File: config.mk
export PLATFORM = sky130hd
export DESIGN_NAME = ts_injection_scheduler_flat
export DESIGN_NICKNAME = d
export VERILOG_FILES = /design/src/rtl/ts_injection_scheduler_if.sv /design/src/rtl/ts_injection_scheduler.sv /design/src/flat_wrapper.sv
export SDC_FILE = /design/constraint.sdc
export NUM_CORES = 1
export LEC_CHECK = 0
export ABC_AREA = 1
export CAP_MARGIN = 20
export CORE_AREA = 2 2 150 152
export DETAILED_ROUTE_END_ITERATION = 8
export DIE_AREA = 0 0 152 154
export PLACE_DENSITY = 0.73
export SLEW_MARGIN = 15
export SYNTH_ARGS = -nofsm -noshare
export SYNTH_HDL_FRONTEND = slang
export SYNTH_SLANG_ARGS = --single-unit
File: constraint.sdc
create_clock -name i_clk -period 2.9 [get_ports i_clk]
set_input_delay 0.435 -clock i_clk [delete_from_list [all_inputs] [get_ports i_clk]]
set_output_delay 0.435 -clock i_clk [all_outputs]
set_load 0.01 [all_outputs]
File: src/rtl/ts_injection_scheduler_if.sv
// TS injection request handshake between the slot scheduler
// and the TS injection management block.
interface ts_injection_scheduler_if;
    logic [4:0] ts_injection_addr;
    logic       ts_injection_addr_wr;
    logic       ts_injection_addr_ack;

    modport master (
        output ts_injection_addr,
        output ts_injection_addr_wr,
        input  ts_injection_addr_ack
    );

    modport slave (
        input  ts_injection_addr,
        input  ts_injection_addr_wr,
        output ts_injection_addr_ack
    );
endinterface

File: src/rtl/ts_injection_scheduler.sv
// Time-slot scheduler: walks a host-written slot table and raises one
// held injection request per valid slot, counting slots it had to skip.
module ts_injection_scheduler #(
    parameter int TBL_AW = 5,
    parameter int SLOT_W = 12
) (
    input  logic                  i_clk,
    input  logic                  i_rst_n,
    input  logic                  i_sched_en,
    input  logic [SLOT_W-1:0]     iv_slot_len,
    input  logic [TBL_AW:0]       iv_table_len,
    input  logic                  i_cfg_wr,
    input  logic [TBL_AW-1:0]     iv_cfg_waddr,
    input  logic [5:0]            iv_cfg_wdata,
    ts_injection_scheduler_if.master inj,
    output logic [TBL_AW-1:0]     ov_slot_idx,
    output logic                  o_slot_pulse,
    output logic                  o_cycle_pulse,
    output logic                  o_injection_miss_pulse,
    output logic [15:0]           ov_miss_cnt
);
    localparam int DEPTH = 1 << TBL_AW;
    localparam logic [TBL_AW:0] DEPTH_W = (TBL_AW+1)'(DEPTH);
    localparam logic [SLOT_W-1:0] MIN_LEN = SLOT_W'(4);

    typedef enum logic {IDLE, REQ} state_e;

    state_e state_q, state_d;

    logic [5:0]        tbl_q [DEPTH];
    logic [5:0]        tbl_d [DEPTH];
    logic [SLOT_W-1:0] cycle_cnt_q, cycle_cnt_d;
    logic [TBL_AW-1:0] slot_idx_q, slot_idx_d;
    logic [4:0]        addr_q, addr_d;
    logic              slot_pulse_q, slot_pulse_d;
    logic              cycle_pulse_q, cycle_pulse_d;
    logic              miss_pulse_q, miss_pulse_d;
    logic [15:0]       miss_cnt_q, miss_cnt_d;

    logic [SLOT_W-1:0] eff_len;
    logic [TBL_AW:0]   eff_tlen;
    logic [5:0]        entry;
    logic              boundary, ent_valid, pending, ack_done;
    logic              issue, miss;

    always_comb begin
        eff_len = (iv_slot_len < MIN_LEN) ? MIN_LEN : iv_slot_len;
        eff_tlen = iv_table_len;
        if (iv_table_len == '0 || iv_table_len > DEPTH_W) begin
            eff_tlen = DEPTH_W;
        end
        entry     = tbl_q[slot_idx_q];
        boundary  = i_sched_en && (cycle_cnt_q == '0);
        ent_valid = boundary && entry[5];
        // an ack arriving with the boundary frees the slot for the new flow
        pending   = (state_q == REQ) && !inj.ts_injection_addr_ack;
        ack_done  = (state_q == REQ) && inj.ts_injection_addr_ack;
        issue     = ent_valid && !pending;
        miss      = ent_valid && pending;
    end

    always_ff @(posedge i_clk or negedge i_rst_n) begin
        if (!i_rst_n) begin
            state_q <= IDLE;
        end else begin
            state_q <= state_d;
        end
    end

    always_comb begin
        state_d = state_q;
        if (!i_sched_en) begin
            state_d = IDLE;
        end else if (issue) begin
            state_d = REQ;
        end else if (ack_done) begin
            state_d = IDLE;
        end
    end

    always_comb begin
        inj.ts_injection_addr_wr = (state_q == REQ);
        inj.ts_injection_addr    = addr_q;
    end

    always_comb begin
        tbl_d = tbl_q;
        if (i_cfg_wr) begin
            tbl_d[iv_cfg_waddr] = iv_cfg_wdata;
        end
        cycle_cnt_d   = '0;
        slot_idx_d    = '0;
        slot_pulse_d  = 1'b0;
        cycle_pulse_d = 1'b0;
        miss_pulse_d  = 1'b0;
        addr_d        = issue ? entry[4:0] : addr_q;
        miss_cnt_d    = miss_cnt_q;
        if (miss && miss_cnt_q != 16'hFFFF) begin
            miss_cnt_d = miss_cnt_q + 16'd1;
        end
        if (i_sched_en) begin
            slot_pulse_d  = boundary;
            cycle_pulse_d = boundary && (slot_idx_q == '0);
            miss_pulse_d  = miss;
            // >= so a live shrink of either length wraps instead of running on
            if (cycle_cnt_q >= eff_len - SLOT_W'(1)) begin
                cycle_cnt_d = '0;
                if ({1'b0, slot_idx_q} >= eff_tlen - (TBL_AW+1)'(1)) begin
                    slot_idx_d = '0;
                end else begin
                    slot_idx_d = slot_idx_q + TBL_AW'(1);
                end
            end else begin
                cycle_cnt_d = cycle_cnt_q + SLOT_W'(1);
                slot_idx_d  = slot_idx_q;
            end
        end
    end

    always_ff @(posedge i_clk or negedge i_rst_n) begin
        if (!i_rst_n) begin
            tbl_q         <= '{default: '0};
            cycle_cnt_q   <= '0;
            slot_idx_q    <= '0;
            addr_q        <= '0;
            slot_pulse_q  <= 1'b0;
            cycle_pulse_q <= 1'b0;
            miss_pulse_q  <= 1'b0;
            miss_cnt_q    <= '0;
        end else begin
            tbl_q         <= tbl_d;
            cycle_cnt_q   <= cycle_cnt_d;
            slot_idx_q    <= slot_idx_d;
            addr_q        <= addr_d;
            slot_pulse_q  <= slot_pulse_d;
            cycle_pulse_q <= cycle_pulse_d;
            miss_pulse_q  <= miss_pulse_d;
            miss_cnt_q    <= miss_cnt_d;
        end
    end

    assign ov_slot_idx            = slot_idx_q;
    assign o_slot_pulse           = slot_pulse_q;
    assign o_cycle_pulse          = cycle_pulse_q;
    assign o_injection_miss_pulse = miss_pulse_q;
    assign ov_miss_cnt            = miss_cnt_q;
endmodule

File: src/flat_wrapper.sv
// flat-port wrapper written by rule: the top's interface ports become plain ports
module ts_injection_scheduler_flat 
#(
    parameter int TBL_AW = 5,
    parameter int SLOT_W = 12
)
  (i_clk, i_rst_n, i_sched_en, iv_slot_len, iv_table_len, i_cfg_wr, iv_cfg_waddr, iv_cfg_wdata, ov_slot_idx, o_slot_pulse, o_cycle_pulse, o_injection_miss_pulse, ov_miss_cnt, inj_ts_injection_addr, inj_ts_injection_addr_wr, inj_ts_injection_addr_ack);
  ts_injection_scheduler_if inj_i ();
  input  logic i_clk;
  input  logic i_rst_n;
  input  logic i_sched_en;
  input  logic [SLOT_W-1:0] iv_slot_len;
  input  logic [TBL_AW:0] iv_table_len;
  input  logic i_cfg_wr;
  input  logic [TBL_AW-1:0] iv_cfg_waddr;
  input  logic [5:0] iv_cfg_wdata;
  output logic [TBL_AW-1:0] ov_slot_idx;
  output logic o_slot_pulse;
  output logic o_cycle_pulse;
  output logic o_injection_miss_pulse;
  output logic [15:0] ov_miss_cnt;
  output wire logic [$bits(inj_i.ts_injection_addr)-1:0] inj_ts_injection_addr;
  output wire logic [$bits(inj_i.ts_injection_addr_wr)-1:0] inj_ts_injection_addr_wr;
  input wire logic [$bits(inj_i.ts_injection_addr_ack)-1:0] inj_ts_injection_addr_ack;
  assign inj_ts_injection_addr = inj_i.ts_injection_addr;
  assign inj_ts_injection_addr_wr = inj_i.ts_injection_addr_wr;
  assign inj_i.ts_injection_addr_ack = inj_ts_injection_addr_ack;
  ts_injection_scheduler #(.TBL_AW(TBL_AW), .SLOT_W(SLOT_W)) u_core (.i_clk(i_clk), .i_rst_n(i_rst_n), .i_sched_en(i_sched_en), .iv_slot_len(iv_slot_len), .iv_table_len(iv_table_len), .i_cfg_wr(i_cfg_wr), .iv_cfg_waddr(iv_cfg_waddr), .iv_cfg_wdata(iv_cfg_wdata), .inj(inj_i), .ov_slot_idx(ov_slot_idx), .o_slot_pulse(o_slot_pulse), .o_cycle_pulse(o_cycle_pulse), .o_injection_miss_pulse(o_injection_miss_pulse), .ov_miss_cnt(ov_miss_cnt));
endmodule
==> metrics <==
max_slew headroom 0.5758; Critical Path Max Stage Delay 430 ps; Port Buffers 63; Ports 64; first-pass GRT wire length 51.78 mm; sequential fraction of the synthesis area 0.4973; Setup crit end kind register; Setup Skew 8.255 ps; row cnt 54; DP HPWL 20.53 mm; CP required 3280 ps; R2R Setup Slk 490 ps; Mapped Nets 1538; First-pass DRT Iterations 5; placed cell area 13020 µm²; DR vias/cell 5.590; Sequential Area 5861 µm²; cell leakage power 6.654 nW; placed instance count 1811; Num CTS Buffers 26; area taken by multi-input logic gates 5279 µm²; Power Dens Cells 657.7 nW/µm²; Sink Count 234; Initial Util 0.5429; Placer Congestion 0.8431; CORE AREA 21690 µm²; Via Count 10415; final setup vio count 0; share of the synthesized area in the top cell type 0.4973; cell area after layout 14120 µm²; initial drt markers 896; H-tree lvl count 1; Crit Path Class input pin to register; Crit-path slowest cell clkdlybuf4s50_1; EDFF count, synth 0; post-synth design cell area 11780 µm²; DRC viols 0; clock root buffer clkbuf_16; Die Height 154 µm; Post-Synth Adder-Cell Area 0.02550; Yosys reg bits 234; Primary FF master, synth dfrtp_1; most frequent cells in the layout nand2_1, dfrtp_1, o21ai_0, nor2_1, inv_1; Finished Layout Cells 1863; Die W 152 µm; fillers 1839; FF-to-FF End u_core.inj.ts_injection_addr[3]; CTS tree done; Clock transition at path regs 60 ps; pin count of the biggest net entering global routing 85; fin crit share 0.9722; CP Cell Sequence clkdlybuf4s50_1, nor2_1, nand3_4, nand2_4, ha_4, nand2_2, nor2_2, buf_4, buf_4, a21oi_1, ha_1, nand2_1, nor2_4, nand2_1, nand2_2, a31oi_4, nand3_2, buf_6, nand3_1, o21ai_1; vias in the first global route 10146; antenna viol nets, final 0; Final Critical Period 2819 ps; xor/xnor cell area share of the yosys netlist 0.02529; post-synthesis simple-gate area fraction 0.2227; commonest non-fill, non-tap cell in the layout nand2_1; worst reg2reg startpoint u_core.ov_slot_idx[0]; Compound-Gate Fraction of Synth Area 0.1620; worst reg-to-reg path cell count 13; initial antenna violation count 1; Final Util 0.6509; total gr overflow 0; clk buf depth 3; highest clock rate 0.3547 GHz; total track usage 0.2688; hold wc startpoint u_core.tbl_q[153]; final hold violations 0; Worst Tran Pin Value 631.4 ps; clock latency on the worst-skew pair 520 ps; Synth area leaders dfrtp_1, nand2_1, o21ai_0; share of cells above drive strength 1 0.1087; area leader, netlist dfrtp_1; Hold Crit Class register to register; # nets final 1623; Fin Setup TNS 0 ps; Routed wire per std cell 16.90 µm; cells after synthesis 1480; Synth warnings 0; area grow syn2layout 19.88%; Hold Path Sink u_core.tbl_q[153]; outcome complete, no violations; final wirelength 31.49 mm; post-synth cell types 39; die area 23410 µm²; maximum vdd ir drop 0.0005416 V; Worst Hold Path Cells 2; CP Max Fanout 5; CP Data Arrival Time 3200 ps; largest family of logic cells by synthesized area simple AND/OR/NAND/NOR gates; startpoint type of the worst setup path input pin; mux cell area share after synthesis 0; synthesized area per cell 7.956 µm²; Async SR Flop Fraction 1.000; Max Cap Violations 0; max-slew violation count 0
==> what timing repair did <==
item / CTS / global route
buffers inserted: 0 / 3
setup endpoints to repair: 17 / 17
cloned: 0 / 2
hold buffers: 1 / 0
hold endpoints to repair: 74 / 0
pin swaps: 0 / 15
gates resized for setup: 7 / 47
==> sequential cells by signal, indices dropped and copies added (netlist names) <==
register                         cells
u_core.o_injection_miss_pulse        1
u_core.o_slot_pulse                  1
u_core.ov_miss_cnt                  16
u_core.inj.ts_injection_addr         5
u_core.inj.ts_injection_addr_wr      1
u_core.o_cycle_pulse                 1
u_core.ov_slot_idx                   5
u_core.cycle_cnt_q                  12
u_core.tbl_q                       192
==> through the flow <==
step | hold WS [ps] | power (W) | setup WS [ps]
final | 477.4 | 0.009284 | 80.75
after global routing | 500.2 | 0.009790 | -67.75
after CTS | 482.2 | 0.009304 | 3.758
after detailed placement | 465.0 | 0.005918 | -623.5
after global placement | 452.3 | 0.005850 | -519.9
after floorplan | 139.4 | 0.005227 | 42.16
==> cells in the mapped netlist (all sizes together), types with 6 or more instances <==
| library cell | number |
|---|---|
| inv | 110 |
| nand3 | 61 |
| buf | 23 |
| nor2 | 125 |
| xnor2 | 7 |
| o221ai | 16 |
| dfrtp | 234 |
| nand4 | 23 |
| nor3 | 21 |
| o22ai | 6 |
| nand2 | 390 |
| ha | 24 |
| clkbuf | 66 |
| xor2 | 27 |
| nor4 | 7 |
| a21oi | 35 |
| o21ai | 282 |
| o211ai | 13 |
==> worst max path at each step <==
stage                       endpoint  depth (start not counted)  slack (ps)             from
3_3_place_gp   u_core.ov_slot_idx[3]                         20        -520  iv_slot_len[11]
5_1_grt        u_core.ov_slot_idx[1]                         20         -70   iv_slot_len[2]
6_report       u_core.ov_slot_idx[1]                         20          80   iv_slot_len[2]
2_1_floorplan  u_core.ov_slot_idx[3]                         19          40  iv_slot_len[11]
4_1_cts        u_core.ov_slot_idx[1]                         21           4  iv_slot_len[11]
3_5_place_dp   u_core.ov_slot_idx[3]                         18        -620  iv_slot_len[11]
==> routing by layer <==
| metal | vias up | track usage | share of wire |
|---|---|---|---|
| met1 | 4958 | 0.3734 | 0.45 |
| met2 | 346 | 0.4391 | 0.46 |
| met3 | 62 | 0.04735 | 0.071 |
| li1 | 5049 | - | - |
| met4 | 0 | 0.07210 | 0.022 |
| met5 | - | 0 | 0 |
==> report_power, final <==
part	switching (W)	total [W]	internal (W)	leakage [nW]
registers	0.000288	0.00412	0.00383	3.01
logic	0.00110	0.00180	0.000702	3.20
clock network	0.00129	0.00337	0.00208	0.437
==> kinds of logic (layout without fill, tap and decap cells) <==
family / after synthesis / in the layout
buf+inv: 199 / 301
other cells: 0 / 1
fa+ha+maj: 24 / 24
flops: 234 / 234
simple gates: 632 / 632
compound gates: 357 / 357
xor+xnor: 34 / 34
==> area by class of cell <==
| class | count | area share |
|---|---|---|
| flip-flops and latches | 234 | 0.4152 |
| multi-input cells | 1047 | 0.3740 |
| repair buffers | 146 | 0.09440 |
| clock buffers | 37 | 0.05407 |
| inverters | 110 | 0.02925 |
| well taps | 280 | 0.02482 |
| clock inverters | 8 | 0.008155 |
| diodes | 1 | 0.0001773 |
==> worst max-delay path, delay by kind of cell <==
family / cells / cell delay (ps)
compound gates: 3 / 300
buf+inv: 4 / 820
fa+ha+maj: 2 / 430
simple gates: 11 / 1200
No activity file was read; power rests on OpenSTA's default activity.
